## src/rtl/hazard_unit_mc.sv

```systemverilog
// Hazard unit for a 5-stage RISC-V pipeline: forwarding, load-use, control flush,
// multi-cycle execute sequencing, data-memory wait stalling and perf counters.
module hazard_unit_mc #(
  parameter int RA_W   = 5,
  parameter int MC_LAT = 4,
  parameter int MEM_TO = 16,
  parameter int CNT_W  = 32
) (
  input  logic             clk,
  input  logic             rst,
  input  logic             RegWriteM,
  input  logic             RegWriteW,
  input  logic [1:0]       ResultSrcE,
  input  logic [1:0]       ResultSrcM,
  input  logic [1:0]       PCSrcE,
  input  logic [RA_W-1:0]  Rs1D,
  input  logic [RA_W-1:0]  Rs2D,
  input  logic [RA_W-1:0]  Rs1E,
  input  logic [RA_W-1:0]  Rs2E,
  input  logic [RA_W-1:0]  RdE,
  input  logic [RA_W-1:0]  RdM,
  input  logic [RA_W-1:0]  RdW,
  input  logic             McStartE,
  input  logic             MemReqM,
  input  logic             MemReadyM,
  output logic             StallF,
  output logic             StallD,
  output logic             StallE,
  output logic             StallM,
  output logic             FlushD,
  output logic             FlushE,
  output logic             FlushM,
  output logic             FlushW,
  output logic [1:0]       ForwardAE,
  output logic [1:0]       ForwardBE,
  output logic             McBusy,
  output logic             MemErr,
  output logic [CNT_W-1:0] StallCnt,
  output logic [CNT_W-1:0] FlushCnt
);

  localparam logic [0:0] ST_IDLE = 1'b0;
  localparam logic [0:0] ST_BUSY = 1'b1;

  localparam int             MW_W    = $clog2(MEM_TO + 1);
  localparam logic [MW_W-1:0] MW_LAST = MW_W'(MEM_TO - 1);
  localparam logic [7:0]     MC_LOAD = 8'(MC_LAT - 2);

  logic [0:0]      r_state;
  logic [7:0]      r_mc_cnt;
  logic [MW_W-1:0] r_mw_cnt;
  logic            r_mem_err;
  logic [CNT_W-1:0] r_stall_cnt;
  logic [CNT_W-1:0] r_flush_cnt;

  logic w_mem_stall;
  logic w_mc_start;
  logic w_mc_stall;
  logic w_e_stall;
  logic w_ctrl;
  logic w_lu_match;
  logic w_load_use;

  function automatic logic [1:0] fwd_sel(
    input logic [RA_W-1:0] rs,
    input logic [RA_W-1:0] rd_m,
    input logic [RA_W-1:0] rd_w,
    input logic            we_m,
    input logic            we_w,
    input logic [1:0]      src_m
  );
    logic [1:0] sel;
    sel = 2'b00;
    if (rs != '0 && we_m && rs == rd_m && src_m != 2'b01)
      sel = (src_m == 2'b00) ? 2'b10 : 2'b11;
    else if (rs != '0 && we_w && rs == rd_w)
      sel = 2'b01;
    return sel;
  endfunction

  always_comb begin
    ForwardAE = fwd_sel(Rs1E, RdM, RdW, RegWriteM, RegWriteW, ResultSrcM);
    ForwardBE = fwd_sel(Rs2E, RdM, RdW, RegWriteM, RegWriteW, ResultSrcM);
  end

  assign w_mem_stall = MemReqM && !MemReadyM;
  assign w_mc_start  = (r_state == ST_IDLE) && McStartE && !w_mem_stall;
  assign w_mc_stall  = w_mc_start || ((r_state == ST_BUSY) && r_mc_cnt != 8'd0);
  assign w_e_stall   = w_mem_stall || w_mc_stall;
  assign w_ctrl      = (PCSrcE != 2'b00) && !w_e_stall;
  assign w_lu_match  = (ResultSrcE == 2'b01) && (RdE != '0) &&
                       ((Rs1D == RdE) || (Rs2D == RdE));
  assign w_load_use  = w_lu_match && !w_e_stall && !w_ctrl;

  always_comb begin
    StallF = w_e_stall || w_load_use;
    StallD = w_e_stall || w_load_use;
    StallE = w_e_stall;
    StallM = w_mem_stall;
    FlushD = w_ctrl;
    FlushE = w_ctrl || w_load_use;
    FlushM = w_mc_stall && !w_mem_stall;
    FlushW = w_mem_stall;
  end

  // A finishing op held in E by a memory stall keeps BUSY so it is not restarted.
  always_ff @(posedge clk) begin
    if (rst) begin
      r_state  <= ST_IDLE;
      r_mc_cnt <= 8'd0;
    end else begin
      case (r_state)
        ST_IDLE: if (w_mc_start) begin
          r_state  <= ST_BUSY;
          r_mc_cnt <= MC_LOAD;
        end
        default: begin
          if (r_mc_cnt != 8'd0) begin
            if (!w_mem_stall) r_mc_cnt <= r_mc_cnt - 8'd1;
          end else if (!w_mem_stall) begin
            r_state <= ST_IDLE;
          end
        end
      endcase
    end
  end

  always_ff @(posedge clk) begin
    if (rst) begin
      r_mw_cnt  <= '0;
      r_mem_err <= 1'b0;
    end else if (w_mem_stall) begin
      if (r_mw_cnt == MW_LAST) r_mem_err <= 1'b1;
      else                     r_mw_cnt  <= r_mw_cnt + 1'b1;
    end else begin
      r_mw_cnt <= '0;
    end
  end

  always_ff @(posedge clk) begin
    if (rst) begin
      r_stall_cnt <= '0;
      r_flush_cnt <= '0;
    end else begin
      if (StallF && r_stall_cnt != '1) r_stall_cnt <= r_stall_cnt + 1'b1;
      if (FlushD && r_flush_cnt != '1) r_flush_cnt <= r_flush_cnt + 1'b1;
    end
  end

  assign McBusy   = (r_state == ST_BUSY);
  assign MemErr   = r_mem_err;
  assign StallCnt = r_stall_cnt;
  assign FlushCnt = r_flush_cnt;

endmodule

```

## config.mk

```make
export PLATFORM = sky130hd
export DESIGN_NAME = hazard_unit_mc
export DESIGN_NICKNAME = d
export VERILOG_FILES = /design/src/rtl/hazard_unit_mc.sv
export SDC_FILE = /design/constraint.sdc
export NUM_CORES = 1
export LEC_CHECK = 0
export ABC_AREA = 1
export ABC_CLOCK_PERIOD_IN_PS = 2400
export CAP_MARGIN = 15
export CORE_MARGIN = 2
export CORE_UTILIZATION = 25
export CTS_CLUSTER_DIAMETER = 200
export CTS_CLUSTER_SIZE = 20
export DETAILED_ROUTE_END_ITERATION = 8
export GPL_ROUTABILITY_DRIVEN = 0
export SLEW_MARGIN = 20
export SYNTH_ARGS = -nofsm -noshare
export SYNTH_HDL_FRONTEND = slang
export SYNTH_SLANG_ARGS = --single-unit
```

## constraint.sdc

```tcl
create_clock -name clk -period 2.4 [get_ports clk]
set_input_delay 0.48 -clock clk [delete_from_list [all_inputs] [get_ports clk]]
set_output_delay 0.48 -clock clk [all_outputs]
set_load 0.03 [all_outputs]
```

==> results of run 1 <==
[sequential cells by signal, summed over array words and instances (netlist names)]
name      cells
r_mw_cnt      5
StallCnt     32
r_mc_cnt      8
McBusy        1
FlushCnt     32
MemErr        1
[cell usage after synthesis, types with 2 or more instances]
cell / instances / area share (%)
a211oi_1: 2 / 0.28
a21oi_1: 58 / 5.5
a21oi_2: 4 / 0.66
a31oi_1: 2 / 0.24
buf_2: 6 / 0.57
buf_4: 6 / 0.85
buf_6: 7 / 1.5
clkbuf_1: 4 / 0.28
dfxtp_1: 79 / 30
ha_1: 6 / 1.4
inv_1: 86 / 6.1
inv_2: 6 / 0.43
nand2_1: 227 / 16
nand2_2: 3 / 0.36
nand2_4: 2 / 0.43
nand3_1: 46 / 4.4
nand3_2: 7 / 1.3
nand3b_1: 8 / 1.1
nand4_1: 18 / 2.1
nor2_1: 135 / 9.6
nor2_2: 7 / 0.83
nor2_4: 3 / 0.64
nor3_1: 28 / 2.7
nor3b_1: 2 / 0.28
nor4_1: 5 / 0.59
o21ai_0: 18 / 1.7
o22ai_1: 2 / 0.24
or2_2: 5 / 0.59
xnor2_1: 9 / 1.5
xor2_1: 36 / 6.0
[kinds of logic after synthesis]
family	share of synthesized area, %
compound gates	9.15
xor+xnor	7.46
fa+ha+maj	1.42
simple gates	41.9
buf+inv	10.1
flops	30.0
[stage by stage]
step	std cells	util [%]	setup TNS (ps)	cell area (um2)
floorplan	834	-	0	5290
detailed placement	1244	33.4	-2650	6970
global placement	1244	33.4	-1820	6970
global route	1260	35.1	0	7340
CTS	1260	34.9	0	7280
finish	1260	35.1	0	7340
[timing repair]
item	in CTS	in global routing
setup buffers	1	0
resized for setup	26	23
gates cloned	0	0
pin swaps	11	15
endpoints found under the setup margin	6	6
[critical path, stage by stage]
cell and delay (ps):
clkdlybuf4s50_1 480, inv_1 40, nand2_1 50, nand2_1 60, nor2_2 100, nand3_1 70, nand2_1 80, nand2_2 70
buf_4 130, o21ai_1 130, buf_4 180
[routing by layer]
layer / wire (um) / part of all wire (%)
met2: 7740 / 51
met3: 668 / 4.4
met1: 6660 / 44
met4: 196 / 1.3
met5: 0 / 0
[area by class of cell]
| cell class | instances | area, um2 | area share, % |
|---|---|---|---|
| multi-input combinational | 638 | 3220 | 43.8 |
| sequential | 79 | 1580 | 21.5 |
| timing repair buffer | 160 | 1560 | 21.2 |
| inverter | 93 | 349 | 4.76 |
| tap | 275 | 344 | 4.69 |
| clock buffer | 12 | 246 | 3.36 |
| clock inverter | 3 | 43.8 | 0.597 |
[power by group]
part,internal (mW),switching (mW),total (mW)
registers,1.37,0.0803,1.45
clock network,0.830,0.554,1.38
logic,0.392,0.548,0.940
[worst max-delay path by stage]
stage | slack [ps] | cells after the start | from | to
3_5_place_dp | -350 | 7 | Rs1E[0] | ForwardAE[1]
2_1_floorplan | 40 | 8 | MemReqM | StallF
6_report | 70 | 11 | Rs1D[3] | FlushE
5_1_grt | 0.3 | 10 | Rs1D[3] | StallF
4_1_cts | 7 | 10 | Rs1D[2] | StallF
3_3_place_gp | -350 | 7 | Rs1E[0] | ForwardAE[1]
[layout by cell type (no fill, tap or decap), types with 4 or more instances in the layout]
| master | n |
|---|---|
| inv_2 | 8 |
| nand3_2 | 8 |
| inv_1 | 84 |
| dlymetal6s2s_1 | 17 |
| dlygate4sd2_1 | 15 |
| o21ai_0 | 15 |
| nor2_1 | 134 |
| nand2_1 | 227 |
| xnor2_1 | 9 |
| a21oi_1 | 58 |
| or2_2 | 4 |
| nand3b_1 | 8 |
| dfxtp_1 | 79 |
| clkbuf_16 | 9 |
| nor2_2 | 7 |
| nor3_1 | 26 |
| nand3_1 | 45 |
| nor2_4 | 4 |
| a21oi_2 | 4 |
| xor2_1 | 36 |
| buf_4 | 38 |
| clkdlybuf4s50_1 | 83 |
| nand4_1 | 18 |
| ha_1 | 6 |
==> metrics.yaml, run 1 <==
status: "finished, final reports clean"
async_flop_share_pct: 0
grt_pass1_wl_mm: 25.3
clk_path_buf_depth: 2
cts_inserted_buffers: 9
drt-vias-per-instance: 4.47
root_buffer: "clkbuf_16"
busiest_layer: "met2"
critical_path_required_ps: 1920
hold_end: "r_mc_cnt[0]$_SDFFE_PP0P_"
overflow: 0
hold_class: "register to register"
ys_ff_latch: 79
core_um2: 20900
antenna_found_initial: 0
post-dp-hpwl_mm: 11.8
grt_setup_unrepaired: "no"
grt_use_met3_pct: 2.84
hold_depth: 1
first_global_vias: 5380
finalSetupViolCount: 0
drt_wl_total_mm: 15.3
p_total_mw: 3.78
maxSlewViolCount: 0
arrival_ps: 1850
period_share_pct: 97.2
path_max_fanout: 2
syn_inst: 834
cp-end-kind: "output port"
setup_slack_ps: 67.3
ant_nets: 0
die_w_um: 149
num_vias: 5631
grt_use_met1_pct: 16.7
synth_edf_count: 0
insertion_delay_ps: 340
start_util_pct: 25.3
worstRegToRegCells: 11
io_pins: 126
hold_buffers: 0
yosysSeqAreaShare_pct: 30.0
htree_levels: 3
cts_tree: "built"
dp_slack_ps: -347
crit_type: "input pin to output port"
syn_to_final_growth_pct: 39.0
start_kind: "input pin"
rows: 53
maxCapViolCount: 0
avgSynthCellArea_um2: 6.33
grt_usage_pct: 14.0
antenna_cells: 0
netlist_area_um2: 5280
port-buffer-count: 125
layout.nets: 1035
clock-sinks: 79
synth_nets: 888
fillers: 2274
first_pass_iters: 5
period_needed_ps: 2330
reg2reg_from: "r_mc_cnt[0]$_SDFFE_PP0P_"
hp-start: "r_mc_cnt[0]$_SDFFE_PP0P_"
worst_pin_slew_ps: 553
ys.flop_type: "dfxtp_1"
timing.fmax_ghz: 0.429
max-slew-margin-rel_pct: 63.1
grt_max_degree: 48
cts.reportedPaths.clkPinSlew_ps: 60
die_h_um: 149
irDropWorstVdd_v: 0.000310
wire_per_inst_um: 12.1
drive_gt1_share_pct: 11.0
p_leak_nw: 3.11
hold_violations: 0
r2r_setup_slack_ps: 400
die_area_um2: 22300
skew_ps: 9.78
dr.first_iter.drc_count: 225
use_met2_pct: 25.2
power.density_nw_per_um2: 515
ys_types: 37
whs_ps: 431
drc: 0
yosysWarnings: 0
reg2reg_to: "FlushCnt[7]$_SDFFE_PP0P_"
No activity file was read; power rests on OpenSTA's default activity.
==> run 2: changes to the inputs <==
--- a/config.mk
+++ b/config.mk
@@ -5,15 +5,14 @@
 export SDC_FILE = /design/constraint.sdc
 export NUM_CORES = 1
 export LEC_CHECK = 0
-export ABC_AREA = 1
-export ABC_CLOCK_PERIOD_IN_PS = 2400
+export ABC_CLOCK_PERIOD_IN_PS = 2100
 export CAP_MARGIN = 15
 export CORE_MARGIN = 2
 export CORE_UTILIZATION = 25
 export CTS_CLUSTER_DIAMETER = 200
 export CTS_CLUSTER_SIZE = 20
 export DETAILED_ROUTE_END_ITERATION = 8
-export GPL_ROUTABILITY_DRIVEN = 0
+export GPL_ROUTABILITY_DRIVEN = 1
 export SLEW_MARGIN = 20
 export SYNTH_ARGS = -nofsm -noshare
 export SYNTH_HDL_FRONTEND = slang
==> constraint.sdc (replaced) <==
create_clock -name clk -period 2.1 [get_ports clk]
set_input_delay 0.42 -clock clk [delete_from_list [all_inputs] [get_ports clk]]
set_output_delay 0.42 -clock clk [all_outputs]
set_load 0.03 [all_outputs]
==> run 2 against run 1 <==
Against the previous run:
- the flow now finishes with violations (negative setup slack)
- setup slack got worse by 290 ps
- via count decreased by 13%
- global-route usage increased by 0.86 points
- clock skew decreased by 2.3 ps
- wire length decreased by 2.9%
- critical path type is now register to output port
- largest power group is now the clock network
==> metrics.yaml, run 2 <==
wire_per_inst_um: 14.7  # was 12.1 um
drc: 0  # unchanged
maxSlewViolCount: 0  # unchanged
start_util_pct: 25.3  # about the same
yosysSeqAreaShare_pct: 35.2  # was 30.0%
cpPeakStageDelay_ps: 330  # was 480 ps
clock-sinks: 79  # unchanged
grt_usage_pct: 14.8  # was 14.0%
async_flop_share_pct: 0  # unchanged
synth_common_cells: "dfxtp_1, nor2_1, nand4_1, xor2_1, a21oi_1"  # was nand2_1, nor2_1, inv_1
drt-vias-per-instance: 4.86  # was 4.47
syn_inst: 547  # was 834
dr.first_iter.drc_count: 301  # was 225
port-buffer-count: 125  # unchanged
layout_common_cells: "buf_4, clkdlybuf4s50_1, dfxtp_1, nor2_1, nand4_1"  # was nand2_1, nor2_1, inv_1, clkdlybuf4s50_1, dfxtp_1
p_leak_nw: 2.94  # was 3.11 nW
period_share_pct: 111
netlist_area_um2: 4500  # was 5280 um2
htree_levels: 3  # unchanged
maxCapViolCount: 0  # unchanged
path_max_fanout: 3  # was 2
post-dp-hpwl_mm: 10.2  # was 11.8 mm
period_needed_ps: 2320
rows: 49  # was 53
worst-path-buf-inv: 2  # was 4
insertion_delay_ps: 340  # about the same
grt_pass1_wl_mm: 23.3  # was 25.3 mm
core_um2: 17800  # was 20900 um2
synth_edf_count: 0  # unchanged
ant_nets: 0  # unchanged
setup_slack_ps: -224  # was 67.3 ps
instances_no_fill: 1006  # was 1260
worst_pin_slew_ps: 733  # was 553 ps
layout.nets: 825  # was 1035
tns_ps: -3340  # was 0 ps
crit_family: "simple AND/OR/NAND/NOR gates"  # was buffers and inverters
multi_input_area_um2: 3230  # was 3220 um2
regArea_um2: 1610  # was 1580 um2
grt_setup_unrepaired: "yes"  # was no
globalplace.congestion: 0.813
die_h_um: 138  # was 149 um
hold_violations: 0  # unchanged
slowest_stage: "dfxtp_2"  # was clkdlybuf4s50_1
status: "complete, but fails checks"  # was finished, final reports clean
yosysMostFrequentCell: "dfxtp_1"  # was nand2_1
fillers: 1738  # was 2274
drive_gt1_share_pct: 34.8  # was 11.0%
cts.reportedPaths.clkPinSlew_ps: 60  # about the same
num_vias: 4888  # was 5631
synth_nets: 601  # was 888
start_kind: "register"  # was input pin
drt_wl_total_mm: 14.8  # was 15.3 mm
overflow: 0  # unchanged
dp_slack_ps: -860  # was -347 ps
cts_inserted_buffers: 9  # unchanged
hold_class: "register to register"  # unchanged
arrival_ps: 1900  # was 1850 ps
die_area_um2: 19100  # was 22300 um2
crit_type: "register to output port"  # was input pin to output port
clk_path_buf_depth: 2  # unchanged
synth.area.top_cells: "dfxtp_1, xor2_1, nand4_1"  # was dfxtp_1, nand2_1, nor2_1
timing.fmax_ghz: 0.430
root_buffer: "clkbuf_16"  # unchanged
synth_top_area_share_pct: 35.2  # was 30.0%
crit_chain: "nor4_4 -> a41oi_2 -> or2_4 -> a31oi_4 -> inv_8 -> buf_6"  # was clkdlybuf4s50_1 -> inv_1 -> nand2_1 -> nand2_1 -> nor2_2 -> nand3_1 -> nand2_1 -> nand2_2 -> buf_4 -> o21ai_1 -> buf_4
ys_types: 52  # was 37
critical_path_required_ps: 1680  # was 1920 ps
yosysWarnings: 0  # unchanged
dp.cells: 970  # was 1244
cts_tree: "built"  # unchanged
cp-end-kind: "output port"  # unchanged
ys.flop_type: "dfxtp_1"  # unchanged
avgSynthCellArea_um2: 8.22  # was 6.33 um2
first_pass_iters: 6  # was 5
first_global_vias: 4604  # was 5380
power.density_nw_per_um2: 557  # was 515 nW/um2
antenna_found_initial: 1  # was 0
layout_commonest_cell: "buf_4"  # was nand2_1
ys_ff_latch: 79  # unchanged
hold_buffers: 0  # unchanged
syn_to_final_growth_pct: 71.8  # was 39.0%
grt_max_degree: 38  # was 48
io_pins: 126  # unchanged
max-slew-margin-rel_pct: 51.1  # was 63.1%
violations: "negative setup slack"
skew_ps: 7.49  # was 9.78 ps
die_w_um: 138  # was 149 um
yosys.area.top_type: "dfxtp_1"  # unchanged
irDropWorstVdd_v: 0.000398  # was 0.000310 V
finalSetupViolCount: 37  # was 0
[run 2: through the flow]
stage | instance area, um2 | total power, mW | hold WS, ps | utilization (%)
final | 7720 | 4.31 | 477 | 43.4
after global routing | 7720 | 4.51 | 497 | 43.4
after CTS | 7340 | 4.27 | 482 | 41.3
after detailed placement | 6670 | 2.45 | 468 | 37.5
after global placement | 6670 | 2.44 | 451 | 37.5
after floorplan | 4590 | 2.08 | 459 | -
[run 2: path summary, 6_finish.rpt]
check	startpoint	end	slack (ps)	cells after the start
setup reg to reg	r_mc_cnt[5]$_SDFFE_PP0P_	StallCnt[8]$_SDFFE_PP0P_	-160	10
hold / removal	MemErr$_SDFFE_PP0P_	MemErr$_SDFFE_PP0P_	480	2
hold reg to reg	MemErr$_SDFFE_PP0P_	MemErr$_SDFFE_PP0P_	480	2
setup / recovery	r_mc_cnt[5]$_SDFFE_PP0P_	StallF	-220	6
[run 2: kinds of logic after synthesis]
kind of cell,count (synthesis),synth area share [%]
AND/OR/NAND/NOR,274,34.5
AO/OA/AOI/OAI,81,10.6
flip-flops,79,35.2
XOR/XNOR,66,12.9
buffers and inverters,35,3.73
multiplexers,6,1.45
adder cells (fa/ha/maj),6,1.67
[run 2: area by class of cell]
cell class              instances  area share, %
inverters                      10          0.648
well taps                     229           3.71
clock inverters                 3          0.518
multi-input cells             433           41.8
repair buffers                238           29.0
clock buffers                  13           3.50
diodes                          1         0.0324
flip-flops and latches         79           20.8
[run 2: timing repair]
action / in CTS / in global routing
gates resized for setup: 160 / 109
setup endpoints to repair: 44 / 73
setup buffers: 11 / 7
gates cloned: 4 / 3
pin swaps: 30 / 71
[run 2: per-layer routing]
| layer | wire (um) | up-vias | track usage (%) |
|---|---|---|---|
| met5 | 0 | - | 0 |
| met3 | 662 | 24 | 3.95 |
| met2 | 7480 | 96 | 25.2 |
| li1 | - | 2450 | - |
| met1 | 6430 | 2318 | 18.2 |
| met4 | 258 | 0 | 5.21 |
[run 2: report_power, final]
group / internal, mW / leakage (nW) / switching [mW]
Combinational: 0.562 / 2.14 / 0.537
Sequential: 1.54 / 0.647 / 0.0297
Clock: 1.01 / 0.156 / 0.622
Total: 3.12 / 2.94 / 1.19
[run 2: worst reg2reg max path: cells and delay by family, from the launching register on]
family | cells | cell delay (ps)
simple gates | 3 | 660
flops | 1 | 330
buf+inv | 4 | 580
compound gates | 3 | 610
